$ cat config.mk
export PLATFORM = sky130hd
export DESIGN_NAME = cpu_muldiv
export DESIGN_NICKNAME = d
export VERILOG_FILES = /design/src/rtl/cpu_muldiv_pkg.sv /design/src/rtl/cpu_muldiv.sv
export SDC_FILE = /design/constraint.sdc
export NUM_CORES = 1
export LEC_CHECK = 0
export BUFFER_PORTS_ARGS = -buffer_cell sky130_fd_sc_hd__buf_4
export CAP_MARGIN = 40
export CORE_MARGIN = 10
export CORE_UTILIZATION = 55
export CTS_CLUSTER_SIZE = 28
export DETAILED_ROUTE_END_ITERATION = 10
export GPL_TIMING_DRIVEN = 1
export HOLD_SLACK_MARGIN = 0.15
export PLACE_DENSITY = 0.83
export SLEW_MARGIN = 20
export SYNTH_ARGS = -nofsm -noshare
export SYNTH_HDL_FRONTEND = slang
export SYNTH_SLANG_ARGS = --single-unit
$ cat constraint.sdc
create_clock -name clk -period 3.71 [get_ports clk]
set_input_delay 0.1855 -clock clk [delete_from_list [all_inputs] [get_ports clk]]
set_output_delay 0.1855 -clock clk [all_outputs]
set_load 0.03 [all_outputs]
$ cat src/rtl/cpu_muldiv_pkg.sv
// Shared definitions for the iterative RV32M multiply/divide unit:
// funct3 op encodings, control FSM states and small op-class helpers.
package cpu_muldiv_pkg;

   typedef enum logic [2:0] {
      MD_MUL    = 3'd0,
      MD_MULH   = 3'd1,
      MD_MULHSU = 3'd2,
      MD_MULHU  = 3'd3,
      MD_DIV    = 3'd4,
      MD_DIVU   = 3'd5,
      MD_REM    = 3'd6,
      MD_REMU   = 3'd7
   } md_op_e;

   typedef enum logic [1:0] {
      ST_IDLE = 2'd0,
      ST_RUN  = 2'd1,
      ST_FIX  = 2'd2
   } md_state_e;

   // Divide class is encoded in funct3 bit 2.
   function automatic logic md_is_div(input md_op_e op);
      return op[2];
   endfunction

   // rs1 is treated as signed for MUL/MULH/MULHSU/DIV/REM.
   function automatic logic md_a_signed(input md_op_e op);
      return (op == MD_MUL) || (op == MD_MULH) || (op == MD_MULHSU) ||
             (op == MD_DIV) || (op == MD_REM);
   endfunction

   // rs2 is treated as signed for MUL/MULH/DIV/REM.
   function automatic logic md_b_signed(input md_op_e op);
      return (op == MD_MUL) || (op == MD_MULH) ||
             (op == MD_DIV) || (op == MD_REM);
   endfunction

endpackage

$ cat src/rtl/cpu_muldiv.sv
// Iterative RV32M multiply/divide unit. Shift-add multiply and restoring
// divide share one 2*XLEN accumulator; operands are reduced to magnitudes
// at accept and the sign is restored in the FIX state.
module cpu_muldiv
   import cpu_muldiv_pkg::*;
#(
   parameter int unsigned XLEN = 32
) (
   input  logic            clk,
   input  logic            rst_n,
   input  logic            start,
   input  logic [2:0]      op,
   input  logic [XLEN-1:0] src_a,
   input  logic [XLEN-1:0] src_b,
   input  logic            flush,
   output logic            busy,
   output logic            done,
   output logic [XLEN-1:0] result
);

   localparam int unsigned CW = $clog2(XLEN) + 1;

   md_state_e         state_q;
   md_op_e            op_q;
   logic [2*XLEN-1:0] acc_q;
   logic [XLEN-1:0]   opnd_q;
   logic              neg_q;
   logic              neg_rem_q;
   logic [CW-1:0]     cnt_q;
   logic              busy_q;
   logic              done_q;
   logic [XLEN-1:0]   result_q;

   md_op_e            op_in;
   logic              a_neg;
   logic              b_neg;
   logic [XLEN-1:0]   a_abs;
   logic [XLEN-1:0]   b_abs;
   logic              div_zero;
   logic              div_ovf;
   logic [XLEN-1:0]   special_res;

   logic [XLEN:0]     mul_sum;
   logic [2*XLEN-1:0] mul_next;
   logic [XLEN:0]     div_pr;
   logic [XLEN:0]     div_diff;
   logic [2*XLEN-1:0] div_next;
   logic [2*XLEN-1:0] prod_signed;
   logic [XLEN-1:0]   quo_signed;
   logic [XLEN-1:0]   rem_signed;
   logic [XLEN-1:0]   fix_res;

   assign busy   = busy_q;
   assign done   = done_q;
   assign result = result_q;

   // Operand conditioning at accept: magnitudes, sign flags, special cases.
   always_comb begin
      op_in       = md_op_e'(op);
      a_neg       = md_a_signed(op_in) && src_a[XLEN-1];
      b_neg       = md_b_signed(op_in) && src_b[XLEN-1];
      a_abs       = a_neg ? (~src_a + 1'b1) : src_a;
      b_abs       = b_neg ? (~src_b + 1'b1) : src_b;
      div_zero    = md_is_div(op_in) && (src_b == '0);
      div_ovf     = ((op_in == MD_DIV) || (op_in == MD_REM)) &&
                    (src_a == {1'b1, {(XLEN-1){1'b0}}}) && (src_b == '1);
      special_res = '0;
      if (div_zero) begin
         special_res = (op_in == MD_DIV || op_in == MD_DIVU) ? '1 : src_a;
      end else if (div_ovf) begin
         special_res = (op_in == MD_DIV) ? {1'b1, {(XLEN-1){1'b0}}} : '0;
      end
   end

   // One iteration of each datapath plus the final sign correction.
   always_comb begin
      // Multiply: add multiplicand into the high half when the LSB is set, shift right.
      mul_sum  = {1'b0, acc_q[2*XLEN-1:XLEN]} + (acc_q[0] ? {1'b0, opnd_q} : '0);
      mul_next = {mul_sum, acc_q[XLEN-1:1]};
      // Divide: shift in next dividend bit, trial-subtract divisor, keep if non-negative.
      div_pr   = acc_q[2*XLEN-1:XLEN-1];
      div_diff = div_pr - {1'b0, opnd_q};
      div_next = div_diff[XLEN] ? {div_pr[XLEN-1:0],   acc_q[XLEN-2:0], 1'b0}
                                : {div_diff[XLEN-1:0], acc_q[XLEN-2:0], 1'b1};
      prod_signed = neg_q ? (~acc_q + 1'b1) : acc_q;
      quo_signed  = neg_q ? (~acc_q[XLEN-1:0] + 1'b1) : acc_q[XLEN-1:0];
      rem_signed  = neg_rem_q ? (~acc_q[2*XLEN-1:XLEN] + 1'b1) : acc_q[2*XLEN-1:XLEN];
      unique case (op_q)
         MD_MUL:                         fix_res = prod_signed[XLEN-1:0];
         MD_MULH, MD_MULHSU, MD_MULHU:   fix_res = prod_signed[2*XLEN-1:XLEN];
         MD_DIV, MD_DIVU:                fix_res = quo_signed;
         default:                        fix_res = rem_signed;
      endcase
   end

   // Control FSM with registered busy/done/result and datapath state.
   always_ff @(posedge clk) begin
      if (!rst_n) begin
         state_q   <= ST_IDLE;
         op_q      <= MD_MUL;
         acc_q     <= '0;
         opnd_q    <= '0;
         neg_q     <= 1'b0;
         neg_rem_q <= 1'b0;
         cnt_q     <= '0;
         busy_q    <= 1'b0;
         done_q    <= 1'b0;
         result_q  <= '0;
      end else begin
         done_q <= 1'b0;
         unique case (state_q)
            ST_IDLE: begin
               if (start && !flush) begin
                  op_q      <= op_in;
                  neg_q     <= a_neg ^ b_neg;
                  neg_rem_q <= a_neg;
                  cnt_q     <= '0;
                  if (div_zero || div_ovf) begin
                     result_q <= special_res;
                     done_q   <= 1'b1;
                  end else begin
                     // Divide: acc = {remainder, dividend}; multiply: acc = {0, multiplier}.
                     acc_q   <= {{XLEN{1'b0}}, md_is_div(op_in) ? a_abs : b_abs};
                     opnd_q  <= md_is_div(op_in) ? b_abs : a_abs;
                     state_q <= ST_RUN;
                     busy_q  <= 1'b1;
                  end
               end
            end
            ST_RUN: begin
               if (flush) begin
                  state_q <= ST_IDLE;
                  busy_q  <= 1'b0;
               end else begin
                  acc_q <= md_is_div(op_q) ? div_next : mul_next;
                  cnt_q <= cnt_q + 1'b1;
                  if (cnt_q == CW'(XLEN - 1)) begin
                     state_q <= ST_FIX;
                  end
               end
            end
            ST_FIX: begin
               state_q <= ST_IDLE;
               busy_q  <= 1'b0;
               if (!flush) begin
                  result_q <= fix_res;
                  done_q   <= 1'b1;
               end
            end
            default: begin
               state_q <= ST_IDLE;
               busy_q  <= 1'b0;
            end
         endcase
      end
   end

endmodule

# ---- Word level (Yosys, flattened, before mapping)
# Cells that the tools add are included.
dict set report op_classes {
  add_sub_neg 8
  eq_ne 22
  mux 39
  bitwise 7
  reduce_logical 31
}
# operator count
set ops {}
lappend ops {{32-bit 2-to-1 mux} 14}
lappend ops {{64-bit 2-to-1 mux} 6}
lappend ops {{32-bit by 1-bit adder with 32-bit output, second input constant} 4}
lappend ops {{32-bit NOT} 4}
lappend ops {{64-bit case mux with 2 select lines} 1}
lappend ops {{32-bit case mux with 3 select lines} 1}
lappend ops {{64-bit by 1-bit adder with 64-bit output, second input constant} 1}
lappend ops {{32-bit equality test, second input constant} 2}
lappend ops {{64-bit NOT} 1}
lappend ops {{32-bit case mux with 2 select lines} 1}
lappend ops {{32-bit by 32-bit adder with 33-bit output} 1}
lappend ops {{33-bit by 32-bit subtractor with 33-bit output} 1}
lappend ops {{32-bit logical NOT} 1}
lappend ops {{3-bit equality test, second input constant} 5}
lappend ops {{6-bit 2-to-1 mux} 2}
lappend ops {{2-bit inequality test, second input constant} 6}
lappend ops {{6-bit case mux with 2 select lines} 1}
lappend ops {{3-bit AND reduction} 4}
lappend ops {{3-bit by 2-bit equality test with 1-bit output, second input constant} 3}
lappend ops {{1-bit logical OR} 9}
lappend ops {{2-bit 2-to-1 mux} 4}
lappend ops {{4-bit AND reduction} 2}
lappend ops {{6-bit by 1-bit adder with 6-bit output, second input constant} 1}
lappend ops {{3-bit by 1-bit equality test with 1-bit output, second input constant} 2}
lappend ops {{17 further kinds} 30}
dict set report word_totals {
  ff_bits 143
  inputBits 71
  out_inout_bits 34
  word_cells 117
}

# ---- Logic depth before layout (Yosys ltp)
dict set report depth {
  ltp_word 11
  depth_mapped 16
  ltp_nobuf 14
}

# ---- Worst setup path before layout
# No wires, ideal clock.
dict set report synth_path {
  kind {reg-to-reg}
  startpoint {register acc_q[12]}
  endpoint {register result_q[26] (netlist: result[26])}
  arrival_ps 3383
  path_slack_ps 194
  path_stages_with_launch 13
  path_buffers 2
  period_less_slack_ps 3516
  cell_sequence {dfxtp_1 > buf_6 > or4_4 > or4_1 > or4_4 > or4_4 > or3_1 > buf_6 > o31ai_4 > xor2_1 > o22ai_1 > nand2_1 > a21oi_1}
}
dict set report synth_via {
  elab_chain_cells 6
  word_cells_on_any_way 9
}
# item line
set synth_lines {}
lappend synth_lines {{start, declared} cpu_muldiv.sv:25} ;# logic [2*XLEN-1:0] acc_q;
lappend synth_lines {{start signal, assigned} cpu_muldiv.sv:123} ;# acc_q <= {{XLEN{1'b0}}, md_is_div(op_in) ? a_abs : b_abs};
lappend synth_lines {{start signal, assigned} cpu_muldiv.sv:135} ;# acc_q <= md_is_div(op_q) ? div_next : mul_next;
lappend synth_lines {{64-bit NOT or 32-bit NOT (tied branches)} {cpu_muldiv.sv:85, cpu_muldiv.sv:86}}
lappend synth_lines {{64-bit by 1-bit adder with 64-bit output or 32-bit by 1-bit adder with 32-bit output (tied branches)} {cpu_muldiv.sv:85, cpu_muldiv.sv:86}}
lappend synth_lines {{64-bit 2-to-1 mux or 32-bit 2-to-1 mux (tied branches)} {cpu_muldiv.sv:85, cpu_muldiv.sv:86}}
lappend synth_lines {{32-bit case mux with 3 select lines *} cpu_muldiv.sv:88} ;# unique case (op_q)
lappend synth_lines {{32-bit 2-to-1 mux *} cpu_muldiv.sv:145} ;# if (!flush) begin
lappend synth_lines {{32-bit case mux with 2 select lines *} cpu_muldiv.sv:111} ;# unique case (state_q)
lappend synth_lines {{end signal, assigned} cpu_muldiv.sv:119} ;# result_q <= special_res;
lappend synth_lines {{end signal, assigned} cpu_muldiv.sv:146} ;# result_q <= fix_res;
lappend synth_lines {{end, declared} cpu_muldiv.sv:32} ;# logic [XLEN-1:0] result_q;
# Mark *: on every way between the ends. The rest lies on a longest branch, timed or not. The select of a mux whose other input is x is not followed.
# A chain may end at the register's enable or synchronous reset.

# ---- Worst setup path after layout
# Ends and elaborated chain as after synthesis.

==> qor.txt <==
vias in the first global route: 15.4k
Avg WL per Cell: 23.5 um
worst skew pair latency: 0.45 ns
Fmax: 0.281 GHz
Finished Layout Cells: 2520
post-synth top area share: 0.198
Post-Route WL: 59.2 mm
post-place setup slack: 0.0653 ns
top cell type by total area after synthesis: dfxtp_1
CTS buffer count: 17
die width: 182 um
synth warn: 0
DRC Markers: 0
Worst Hold Class: in2reg
Tightest Pin Transition: 0.851 ns
CP max stage delay: 0.57 ns
Clock Sink Count: 143
Netlist cell types: 73
total power: 5.02 mW
Top cell by count, worst path: or4_4
drt pass-1 iters: 8
status: finished clean
min Tclk post-route: 3.56 ns
Final Hold Fails: 0
Post-Route Skew: 0.0221 ns
Avg Vias per Cell: 6.70
number of flops mapped to enable cells by yosys: 0
Worst path slowest cell: or4_4
largest cells by area after synthesis: dfxtp_1, o21ai_0, nor2_1
Syn Std Cell Area: 14500 um^2
area grow syn2layout: 15.3%
H-tree depth: 4
Post-DRT Antenna Nets: 0
Max transition margin: 0.430
Final Core Density: 0.642
layout cell share with drive strength beyond 1: 0.136
most frequent cell after synthesis: nor2_1
Port Buffer Count: 104
RSZ-0062 raised after global routing: no
synthesized area per cell: 6.94 um^2
first-pass GRT wire length: 89.5 mm
Req. time, crit path: 4.01 ns
Synth Net Count: 2230
sequential share of the synthesized area: 0.198
I/O pins: 105
die area: 33200 um^2
gr usage total: 0.337
root buffer cell: clkbuf_16
initial core utilization: 0.557
Seq cells post-synth: 143
CP Cell Sequence: or4_4 -> or4_1 -> or4_4 -> or4_4 -> or3_4 -> o31ai_4 -> xor2_1 -> o22ai_1 -> nand2_1 -> a21oi_1
Critical Path Fanout Max: 9
FFs w/ async S/R, synth: 0
setup violators final: 0
DRT iter0 DRCs: 2373
Final Max Tran Viols: 0
Layout Nets: 2315
CP Data Arrival Time: 3.86 ns
Leakage: 6.77 nW
Post-Syn Instances: 2087
clock tree buffer depth: 2
Max-cap violations: 0
GRT overflow: 0
HPWL Detailed: 45.8 mm
largest net degree at the start of global routing: 64
Post-synth top cells: nor2_1, nand2_1, o21ai_0
Post-Place Cells: 2483
core footprint: 26000 um^2
Clock transition at path regs: 0.08 ns
Core Rows: 59
kind of critical path: reg2reg
initial antenna violation count: 0
Power Dens Cells: 301 nW/um^2
fin worst setup slack: 0.145 ns
setup TNS: 0 ns
Most used DFF post-synth: dfxtp_1
Final period util: 0.961
Setup crit start kind: flip-flop
Max VDD drop: 0.264 mV
Die Ht: 182 um
n_diodes: 0
CTS tree: built
gpl congestion: 1.00
critical path capture point type: flip-flop
via count: 16.9k
-- worst max-delay path: cells and delay by family, from the launching register on --
| family | cells | cell delay (ns) |
|---|---|---|
| simple gates | 6 | 2.52 |
| compound gates | 3 | 0.43 |
| flops | 1 | 0.31 |
| xor+xnor | 1 | 0.17 |
-- power breakdown --
part | leakage [nW] | internal (mW) | switching (mW)
clock network | 0.305 | 0.933 | 0.937
logic | 5.30 | 0.568 | 0.909
registers | 1.16 | 1.59 | 0.0771
total | 6.77 | 3.09 | 1.92
-- flip-flops by register name (all words and copies together), names as in the netlist --
signal / flops
acc_q: 64
busy: 1
cnt_q: 6
done: 1
neg_q: 1
neg_rem_q: 1
op_q: 3
opnd_q: 32
result: 32
state_q: 2
-- metrics by stage --
stage	hold WS, ns	instance area [um^2]
after detailed placement	0.445	16000
after CTS	0.178	16600
after floorplan	0.321	14500
final	0.185	16700
after global routing	0.195	16700
after global placement	0.439	16000
-- placed cells by master, fill, tap and decap left out, types with 8 or more instances in the layout --
cell type | netlist | routed
and2_1 | 24 | 24
or3_1 | 27 | 26
o41ai_1 | 13 | 12
clkinv_8 | 0 | 8
nand4_1 | 21 | 21
a21o_1 | 37 | 36
o31a_1 | 9 | 8
xnor2_1 | 99 | 99
nor4_1 | 16 | 16
o21a_1 | 11 | 11
inv_1 | 68 | 66
o21ai_0 | 205 | 205
nand3_1 | 35 | 35
mux2_2 | 9 | 9
clkbuf_16 | 0 | 17
o211ai_1 | 13 | 13
a21oi_1 | 180 | 179
nor2b_1 | 9 | 8
a211oi_1 | 31 | 31
nor2_1 | 250 | 249
o22ai_1 | 22 | 21
and3_1 | 12 | 12
o31ai_1 | 29 | 29
mux2i_1 | 61 | 61
a32oi_1 | 8 | 8
dfxtp_1 | 143 | 140
nand2b_1 | 16 | 15
buf_4 | 0 | 208
or4_1 | 10 | 10
ha_1 | 70 | 70
a31oi_1 | 39 | 39
nand2_1 | 212 | 212
xor2_1 | 91 | 91
or2_2 | 12 | 12
nor3_1 | 40 | 39
a22oi_1 | 26 | 26
-- layout make-up --
class | count | area (um^2)
multi-input cells | 1723 | 10800
fillers | 2376 | 9300
flip-flops and latches | 143 | 2870
repair buffers | 218 | 1700
clock buffers | 17 | 425
well taps | 335 | 419
inverters | 69 | 259
clock inverters | 15 | 209
-- cell families (layout without fill, tap and decap cells) --
group	count (synthesis)	count (layout)	share of synthesized area
multiplexers	70	70	0.0492
flip-flops	143	143	0.198
buffers and inverters	221	319	0.0589
AO/OA/AOI/OAI	685	685	0.292
AND/OR/NAND/NOR	706	706	0.224
XOR/XNOR	190	190	0.115
adder cells (fa/ha/maj)	72	72	0.0633
-- path summary, 6_finish.rpt --
path / startpoint / to / slack (ns) / cells after the start
worst min-delay path: src_a[1] / result[1]$_SDFFE_PN0P_ / 0.18 / 3
worst max register to register: acc_q[12]$_SDFFE_PN0P_ / result[26]$_SDFFE_PN0P_ / 0.15 / 10
worst min register to register: opnd_q[23]$_SDFFE_PN0P_ / opnd_q[23]$_SDFFE_PN0P_ / 0.45 / 2
worst max-delay path: acc_q[12]$_SDFFE_PN0P_ / result[26]$_SDFFE_PN0P_ / 0.15 / 10
-- what timing repair did --
| item | 4_1_cts | 5_1_grt |
|---|---|---|
| buffers inserted | 0 | 0 |
| resized for setup | 0 | 7 |
| endpoints found under the hold margin | 3 | 0 |
| setup endpoints to repair | 0 | 9 |
| hold buffers | 3 | 0 |
-- per-layer routing --
layer	vias to the layer above	global-route usage	part of all wire
met5	-	0	0
met4	0	0.190	0.063
met3	195	0.104	0.14
met2	1194	0.478	0.40
met1	7817	0.443	0.39
li1	7679	-	-
No activity file was read; power rests on OpenSTA's default activity.
